## src/rtl/vp_mux_pkg.sv

```systemverilog
// Shared types and helpers for the vector-lane operand selectors.
package vp_mux_pkg;

    typedef enum logic {MODE_EXPL = 1'b0, MODE_RR = 1'b1} mux_mode_t;

    // 1-based lane code meaning "no lane"
    localparam int SEL_NONE = 0;

    function automatic logic sel_legal(input int unsigned sel, input int unsigned m);
        return (sel != 0) && (sel <= m);
    endfunction

endpackage

```

## src/rtl/rr_counter.sv

```systemverilog
// rr_counter: 1-based wrap-around lane pointer (1..M), sync reset to 1.
// Latency: advances on the edge where i_adv is high; no backpressure of its own.
module rr_counter #(
    parameter int M  = 5,
    parameter int SW = $clog2(M + 1)
) (
    input  logic          clk,
    input  logic          rst,
    input  logic          i_adv,
    output logic [SW-1:0] o_ptr
);

    logic [SW-1:0] r_ptr;

    always_ff @(posedge clk) begin
        if (rst) begin
            r_ptr <= SW'(1);
        end else if (i_adv) begin
            r_ptr <= (r_ptr == SW'(M)) ? SW'(1) : r_ptr + SW'(1);
        end
    end

    assign o_ptr = r_ptr;

endmodule

```

## src/rtl/mux_sel_pipe.sv

```systemverilog
// mux_sel_pipe: M-lane operand selector (explicit 1-based or round-robin); MUXSEL_ERR_EN adds sticky err.
// Latency 1 cycle, one beat per cycle; in_ready = !out_valid || out_ready.
// Backpressure: output register holds while out_ready is low, no operand is dropped.
module mux_sel_pipe
    import vp_mux_pkg::*;
#(
    parameter int N  = 20,
    parameter int M  = 5,
    parameter int SW = $clog2(M + 1)
) (
    input  logic                clk,
    input  logic                rst,
    input  logic [SW-1:0]       select,
    input  logic                mode,
    input  logic                in_valid,
    output logic                in_ready,
    input  logic [M-1:0][N-1:0] ent,
    output logic [N-1:0]        sal,
    output logic [SW-1:0]       sal_idx,
    output logic                out_valid,
    input  logic                out_ready,
    output logic                err
);

    logic [N-1:0]  r_sal;
    logic [SW-1:0] r_sal_idx;
    logic          r_out_valid;

    logic          w_accept;
    logic          w_is_rr;
    logic          w_legal;
    logic          w_load;
    logic [SW-1:0] w_rr_ptr;
    logic [SW-1:0] w_sel_idx;
    logic [N-1:0]  w_sel_dat;

    assign in_ready  = !r_out_valid || out_ready;
    assign w_accept  = in_valid && in_ready;
    assign w_is_rr   = (mux_mode_t'(mode) == MODE_RR);
    assign w_legal   = sel_legal(32'(select), 32'(M));
    assign w_sel_idx = w_is_rr ? w_rr_ptr : select;
    assign w_load    = w_accept && (w_is_rr || w_legal);

    // Decode by compare rather than index so an illegal select never reads outside ent.
    always_comb begin
        w_sel_dat = '0;
        for (int i = 0; i < M; i++) begin
            if (w_sel_idx == SW'(i + 1)) begin
                w_sel_dat = ent[i];
            end
        end
    end

    rr_counter #(.M(M), .SW(SW)) u_rr (
        .clk   (clk),
        .rst   (rst),
        .i_adv (w_accept && w_is_rr),
        .o_ptr (w_rr_ptr)
    );

    always_ff @(posedge clk) begin
        if (rst) begin
            r_sal       <= '0;
            r_sal_idx   <= SW'(SEL_NONE);
            r_out_valid <= 1'b0;
        end else if (w_load) begin
            r_sal       <= w_sel_dat;
            r_sal_idx   <= w_sel_idx;
            r_out_valid <= 1'b1;
        end else if (out_ready) begin
            r_out_valid <= 1'b0;
        end
    end

`ifdef MUXSEL_ERR_EN
    logic r_err;

    always_ff @(posedge clk) begin
        if (rst) begin
            r_err <= 1'b0;
        end else if (w_accept && !w_is_rr && !w_legal) begin
            r_err <= 1'b1;
        end
    end

    assign err = r_err;
`else
    assign err = 1'b0;
`endif

    assign sal       = r_sal;
    assign sal_idx   = r_sal_idx;
    assign out_valid = r_out_valid;

endmodule

```

## config.mk

```make
export PLATFORM = sky130hd
export DESIGN_NAME = mux_sel_pipe
export DESIGN_NICKNAME = d
export VERILOG_FILES = /design/src/rtl/vp_mux_pkg.sv /design/src/rtl/rr_counter.sv /design/src/rtl/mux_sel_pipe.sv
export SDC_FILE = /design/constraint.sdc
export NUM_CORES = 1
export LEC_CHECK = 0
export CORE_MARGIN = 4
export CORE_UTILIZATION = 32
export DETAILED_ROUTE_END_ITERATION = 7
export PLACE_DENSITY = 0.76
export SYNTH_ARGS = -nofsm -noshare
export SYNTH_HDL_FRONTEND = slang
export SYNTH_SLANG_ARGS = --single-unit
```

## constraint.sdc

```tcl
create_clock -name clk -period 1.38 [get_ports clk]
set_input_delay 0.138 -clock clk [delete_from_list [all_inputs] [get_ports clk]]
set_output_delay 0.138 -clock clk [all_outputs]
set_load 0.02 [all_outputs]
```

=== After elaboration in Yosys (flattened, before gate mapping) ===
Index checks and enable logic that the tools add are counted.
W data, S select, Z words.

* Bits in registers: 27
* Input bits: 108
* Output and inout bits: 26
* Word-level logic and storage cells: 30

* Add/sub/neg operators: 1
* Order comparisons: 1
* Equal/unequal tests: 6
* Mux-type cells: 9
* Reduce and logical (&&, ||, !) cells: 9

{| class="wikitable"
|+ Operator list
! operator !! number
|-
| $mux W20 || 5
|-
| $eq A3 B3 Y1 const B || 3
|-
| $eq A3 B2 Y1 const B || 2
|-
| $mux W3 || 2
|-
| $logic_and A1 B1 Y1 || 4
|-
| $add A3 B1 Y3 const B || 1
|-
| $eq A3 B1 Y1 const B || 1
|-
| $le A3 B3 Y1 const B || 1
|-
| $reduce_bool A3 Y1 || 1
|-
| $logic_or A1 B1 Y1 || 2
|-
| $mux W1 || 2
|-
| $reduce_bool A2 Y1 || 1
|-
| $logic_not A1 Y1 || 1
|}

=== Logic depth before layout (Yosys ltp) ===
* Word-level depth: 7
* Depth in mapped cells: 7
* Gate-level depth less buffers: 5

=== Cells and area by module ===
From an unflattened synthesis, not the netlist that was laid out.

* Cell total of the unflattened synthesis: 216
* Area total of the unflattened synthesis: 1850.5 sq um

{| class="wikitable"
|+ Modules (own cells, without submodules)
! module !! instances !! cells each !! area an instance (sq um) !! sequential area each (sq um)
|-
| mux_sel_pipe || 1 || 202 || 1727.9 || 480.5
|-
| rr_counter || 1 || 14 || 122.6 || 60.1
|}

=== Least setup slack after synthesis ===
OpenSTA, ideal clock, no wires.

* Path kind: reg-to-reg
* From: register r_out_valid (netlist: out_valid)
* To: register r_sal[2] (netlist: sal[2])
* Library setup time: 0.123 ns
* Arrival: 1.467 ns
* Data required time: 1.257 ns
* Setup slack: -0.210 ns
* Cell stages (with the launch flop): 7
* Buffers on the path: 1
* Clock period less this slack: 1.590 ns
* Cells stage by stage: dfxtp_1 -> nand2b_1 -> nand4_4 -> and2b_2 -> buf_6 -> a32oi_1 -> o21ai_2

* Word-level cells in the longest chain between the ends: 4

{| class="wikitable"
|+ RTL lines
! element !! line !! source
|-
| start: declaration || mux_sel_pipe.sv:27 || <nowiki>logic r_out_valid;</nowiki>
|-
| start signal: assignment || mux_sel_pipe.sv:65 || <nowiki>r_out_valid <= 1'b0;</nowiki>
|-
| start signal: assignment || mux_sel_pipe.sv:69 || <nowiki>r_out_valid <= 1'b1;</nowiki>
|-
| start signal: assignment || mux_sel_pipe.sv:71 || <nowiki>r_out_valid <= 1'b0;</nowiki>
|-
| $logic_not A1 Y1 || mux_sel_pipe.sv:37 || <nowiki>assign in_ready = !r_out_valid || out_ready;</nowiki>
|-
| $logic_or A1 B1 Y1 || mux_sel_pipe.sv:37 ||
|-
| via in_ready || mux_sel_pipe.sv:16 || <nowiki>output logic in_ready,</nowiki>
|-
| $logic_and A1 B1 Y1 || mux_sel_pipe.sv:38 || <nowiki>assign w_accept = in_valid && in_ready;</nowiki>
|-
| $logic_and A1 B1 Y1 || mux_sel_pipe.sv:42 || <nowiki>assign w_load = w_accept && (w_is_rr || w_legal);</nowiki>
|-
| end signal: assignment || mux_sel_pipe.sv:67 || <nowiki>r_sal <= w_sel_dat;</nowiki>
|-
| end: declaration || mux_sel_pipe.sv:25 || <nowiki>logic [N-1:0] r_sal;</nowiki>
|}

The timed path passes the listed nets, and every way through them passes these cells.
A chain may end at the register's enable or synchronous reset.

=== Final worst setup path ===
* From: register u_rr.r_ptr[1] (netlist: u_rr.o_ptr[1])
* To: register r_sal[19] (netlist: sal[19])

* Word-level cells in the longest chain between the ends: 7
* Elaborated cells on any way between the ends: 11
* Those cells by class: eq/ne (5); mux (6)

{| class="wikitable"
|+ RTL lines
! element !! line !! source
|-
| start: declaration || rr_counter.sv:13 || <nowiki>logic [SW-1:0] r_ptr;</nowiki>
|-
| start signal: assignment || rr_counter.sv:19 || <nowiki>r_ptr <= (r_ptr == SW'(M)) ? SW'(1) : r_ptr + SW'(1);</nowiki>
|-
| $mux W3 (*) || mux_sel_pipe.sv:41 || <nowiki>assign w_sel_idx = w_is_rr ? w_rr_ptr : select;</nowiki>
|-
| $eq A3 B1 Y1 || mux_sel_pipe.sv:48 || <nowiki>if (w_sel_idx == SW'(i + 1)) begin</nowiki>
|-
| $mux W20 (4 in series) || mux_sel_pipe.sv:48 ||
|-
| $mux W20 (*) || mux_sel_pipe.sv:48 ||
|}

Every way passes the cells marked *; elsewhere a longest branch is shown, timed or not.

==> impl_metrics.csv <==
group,metric,value,unit
detailed_routing,first_pass_iters,4,
cells_and_area,layout.nets,495,
global_route,grt_max_degree,22,
pwr,p_leak,1.83,nW
global_route,grt_pass1_vias,2506,
detailed_routing,drc_errors,0,
cts,ctsLongestPathBuffers,2,
place,routabilityCongestion,0.809,
pwr,vdd_drop_max,0.426,mV
pwr,switchingPower,0.000774,W
die,fp-row-count,27,
timing,grt_setup_unrepaired,"yes",
worst_setup_path,r2r_start,"u_rr.o_ptr[1]",
worst_setup_path,reg2reg_to,"sal[19]",
cts,root_buffer,"clkbuf_8",
pwr,switching_share,30.4,%
global_route,overflow,0,
detailed_routing,vias_per_cell,5.35,
place,placed_cells,430,
cells_and_area,antenna_cells,0,
worst_setup_path,ff2ff_setup_slack,-0.20,ns
cells_and_area,final_cells,458,
global_route,grt_util_all_layers,20.9,%
place,place_ws,-0.847,ns
die,die_area,0.00724,mm2
worst_setup_path,r2r_cells,6,
synthesis,syn_inst,218,
die,die_h,85.1,um
hold_path,min_path_type,"primary input to register",
worst_setup_path,crit_path_max_fanout,6,
global_route,grt_pass1_wl,12200,um
place,dp.final_hpwl,5590,um
cts,cts_tree,"built",
cells_and_area,area_delta_synth_final,112,%
place,portBuffers,132,
pwr,power_frac_clock,18.4,%
synthesis,synth_nets,326,
detailed_routing,wl,8290,um
timing,finalMaxSlewViolations,0,
pwr,total_power,0.00255,W
die,core_area,0.00564,mm2
pwr,seqPwrFrac,33.8,%
run_status,status,"finished with violations",
detailed_routing,wire_per_inst,18.1,um
job,cap_viol_max_count,0,
synthesis,synth-warning-count,0,
timing,holdWs,0.316,ns
global_route,antenna_found_initial,0,
hold_path,min_from,"select[2]",
worst_setup_path,cp.required,1.55,ns
die,initial_core_util,33.7,%
timing,hold_violations,0,
detailed_routing,via_count,2451,
timing,worst_slack,-0.200,ns
synthesis,synth_cell_types,38,
cts,clkSinkCount,27,
cells_and_area,n_fill_cell,442,
worst_setup_path,worstSetupStartpoint,"u_rr.o_ptr[1]",
cells_and_area,fin_util,71.4,%
cells_and_area,drive_gt1_share,24.6,%
worst_setup_path,critPathKind,"register to register",
pwr,comb_power_share,47.8,%
timing,finalClockSkew,0.00509,ns
hold_path,hold_end,"sal_idx[2]",
synthesis,synth_top_area_share,28.4,%
worst_setup_path,arrival,1.75,ns
synthesis,synth-seq-cells,27,
worst_setup_path,cp-end-kind,"register",
timing,tightest_slew,0.546,ns
timing,setup_viol,20,
die,dieWidth,85.1,um
timing,fin_crit,1.58,ns
cts,cts_made_buffers,3,
run_status,violations,"setup timing",
worst_setup_path,start_kind,"register",
pwr,cell_internal_pwr,0.00177,W
synthesis,yosysSeqAreaShare,28.4,%
timing,max_freq,633,MHz
detailed_routing,drtIter0Drc,68,
timing,post-route-period-util,115,%
hold_path,hold_depth,5,
timing,max_slew_margin,63.6,%
detailed_routing,ant_nets,0,
cts,htreeDepth,1,
synthesis,synth_area,0.00190,mm2
cts,clk_pin_slew_worst_paths,0.10,ns
synthesis,synth_top_area_cell,"dfxtp_1",
die,ios,134,
synthesis,yosys-top-cells-area,"dfxtp_1 28%, mux2i_1 12%, a32o_1 10%",
pwr,powerDensity,632,mW/mm2
cts,worstSkewPairLatency,0.27,ns
synthesis,avgSynthCellArea,8.73,um2
## flip-flops by register name, summed over array words and instances (netlist names)
name        flops
sal            20
sal_idx         3
u_rr.o_ptr      3
out_valid       1
## cells in the mapped netlist (all sizes together)
cell	number
a32o	19
nor3b	2
nand3	2
o31ai	1
and2b	1
nand2b	21
or4b	1
inv	3
dfxtp	27
o21bai	1
or4	1
o221ai	19
nand3b	1
nor2	33
nand2	21
clkbuf	3
mux2i	23
o21ai	3
a21oi	6
buf	16
nor3	3
nand4	2
a31oi	2
a31o	1
a311oi	1
mux2	2
a32oi	2
conb	1
## per-layer routing
layer	track usage (%)	vias to the layer above	wire length [um]
li1	-	1165	-
met1	22.8	1168	3230
met2	38.6	104	4220
met3	7.38	14	702
met4	4.60	0	145
met5	0	-	0
## how the worst max path moves through the flow
| stage | slack (ns) | endpoint | cells after the start |
|---|---|---|---|
| 2_1_floorplan | -0.02 | sal[2] | 6 |
| 3_3_place_gp | -0.75 | sal[2] | 6 |
| 3_5_place_dp | -0.85 | sal[2] | 6 |
| 4_1_cts | -0.19 | sal[18] | 6 |
| 5_1_grt | -0.25 | sal[19] | 6 |
| 6_report | -0.20 | sal[19] | 6 |
## power groups by stage
stage,Clock [W],Sequential (W),Combinational (W)
after floorplan,0,0.000941,0.000397
after global placement,0,0.000883,0.00100
after detailed placement,0,0.000886,0.00101
after CTS,0.000472,0.000863,0.00118
after global routing,0.000496,0.000868,0.00129
final,0.000468,0.000861,0.00122
## cell usage in the layout (no fill, tap or decap), types with 4 or more instances in the layout
cell type and n:
a21oi_1 5, a32o_1 19, buf_12 9, buf_4 24, buf_6 14, clkdlybuf4s50_1 104
dfxtp_1 23, dlygate4sd2_1 8, dlymetal6s2s_1 17, mux2i_1 14, mux2i_2 5, mux2i_4 4
nand2_1 19, nand2b_1 20, nor2_1 30, o221ai_1 11, o221ai_2 8
## repair_timing
item / CTS / global route
endpoints found under the setup margin: 30 / 38
resized for setup: 39 / 43
cloned: 6 / 1
hold buffers: 0 / 0
setup buffers: 11 / 8
pin swaps: 10 / 18
## kinds of logic (layout without fill, tap and decap cells)
family | after synthesis | after routing | share of synthesized area [%]
buf+inv | 22 | 189 | 7.95
other cells | 1 | 1 | 0.197
flops | 27 | 27 | 28.4
compound gates | 55 | 55 | 26.6
mux | 25 | 25 | 13.3
simple gates | 88 | 89 | 23.5
## cell type report
class | count | area, um2 | share of cell area [%]
Clock buffer | 4 | 45.0 | 1.12
Inverter | 3 | 13.8 | 0.342
Multi-Input combinational cell | 170 | 1380 | 34.2
Sequential cell | 27 | 553 | 13.7
Tap cell | 72 | 90.1 | 2.24
Timing Repair Buffer | 182 | 1950 | 48.4
## worst max-delay path, cell delays in order, from the launching register on
cell	delay, ns
dfxtp_4	0.37
mux2i_4	0.18
buf_12	0.15
buf_12	0.13
mux2i_2	0.24
o221ai_2	0.12
a32o_1	0.27
## per-stage QoR
| stage | cell area (um2) | TNS [ns] |
|---|---|---|
| floorplan | 1960 | -0.0246 |
| CTS | 3880 | -3.21 |
| finish | 4030 | -2.25 |
| global placement | 3500 | -15.89 |
| global route | 4030 | -3.38 |
| detailed placement | 3500 | -17.34 |
(Power assumes the default switching activity.)
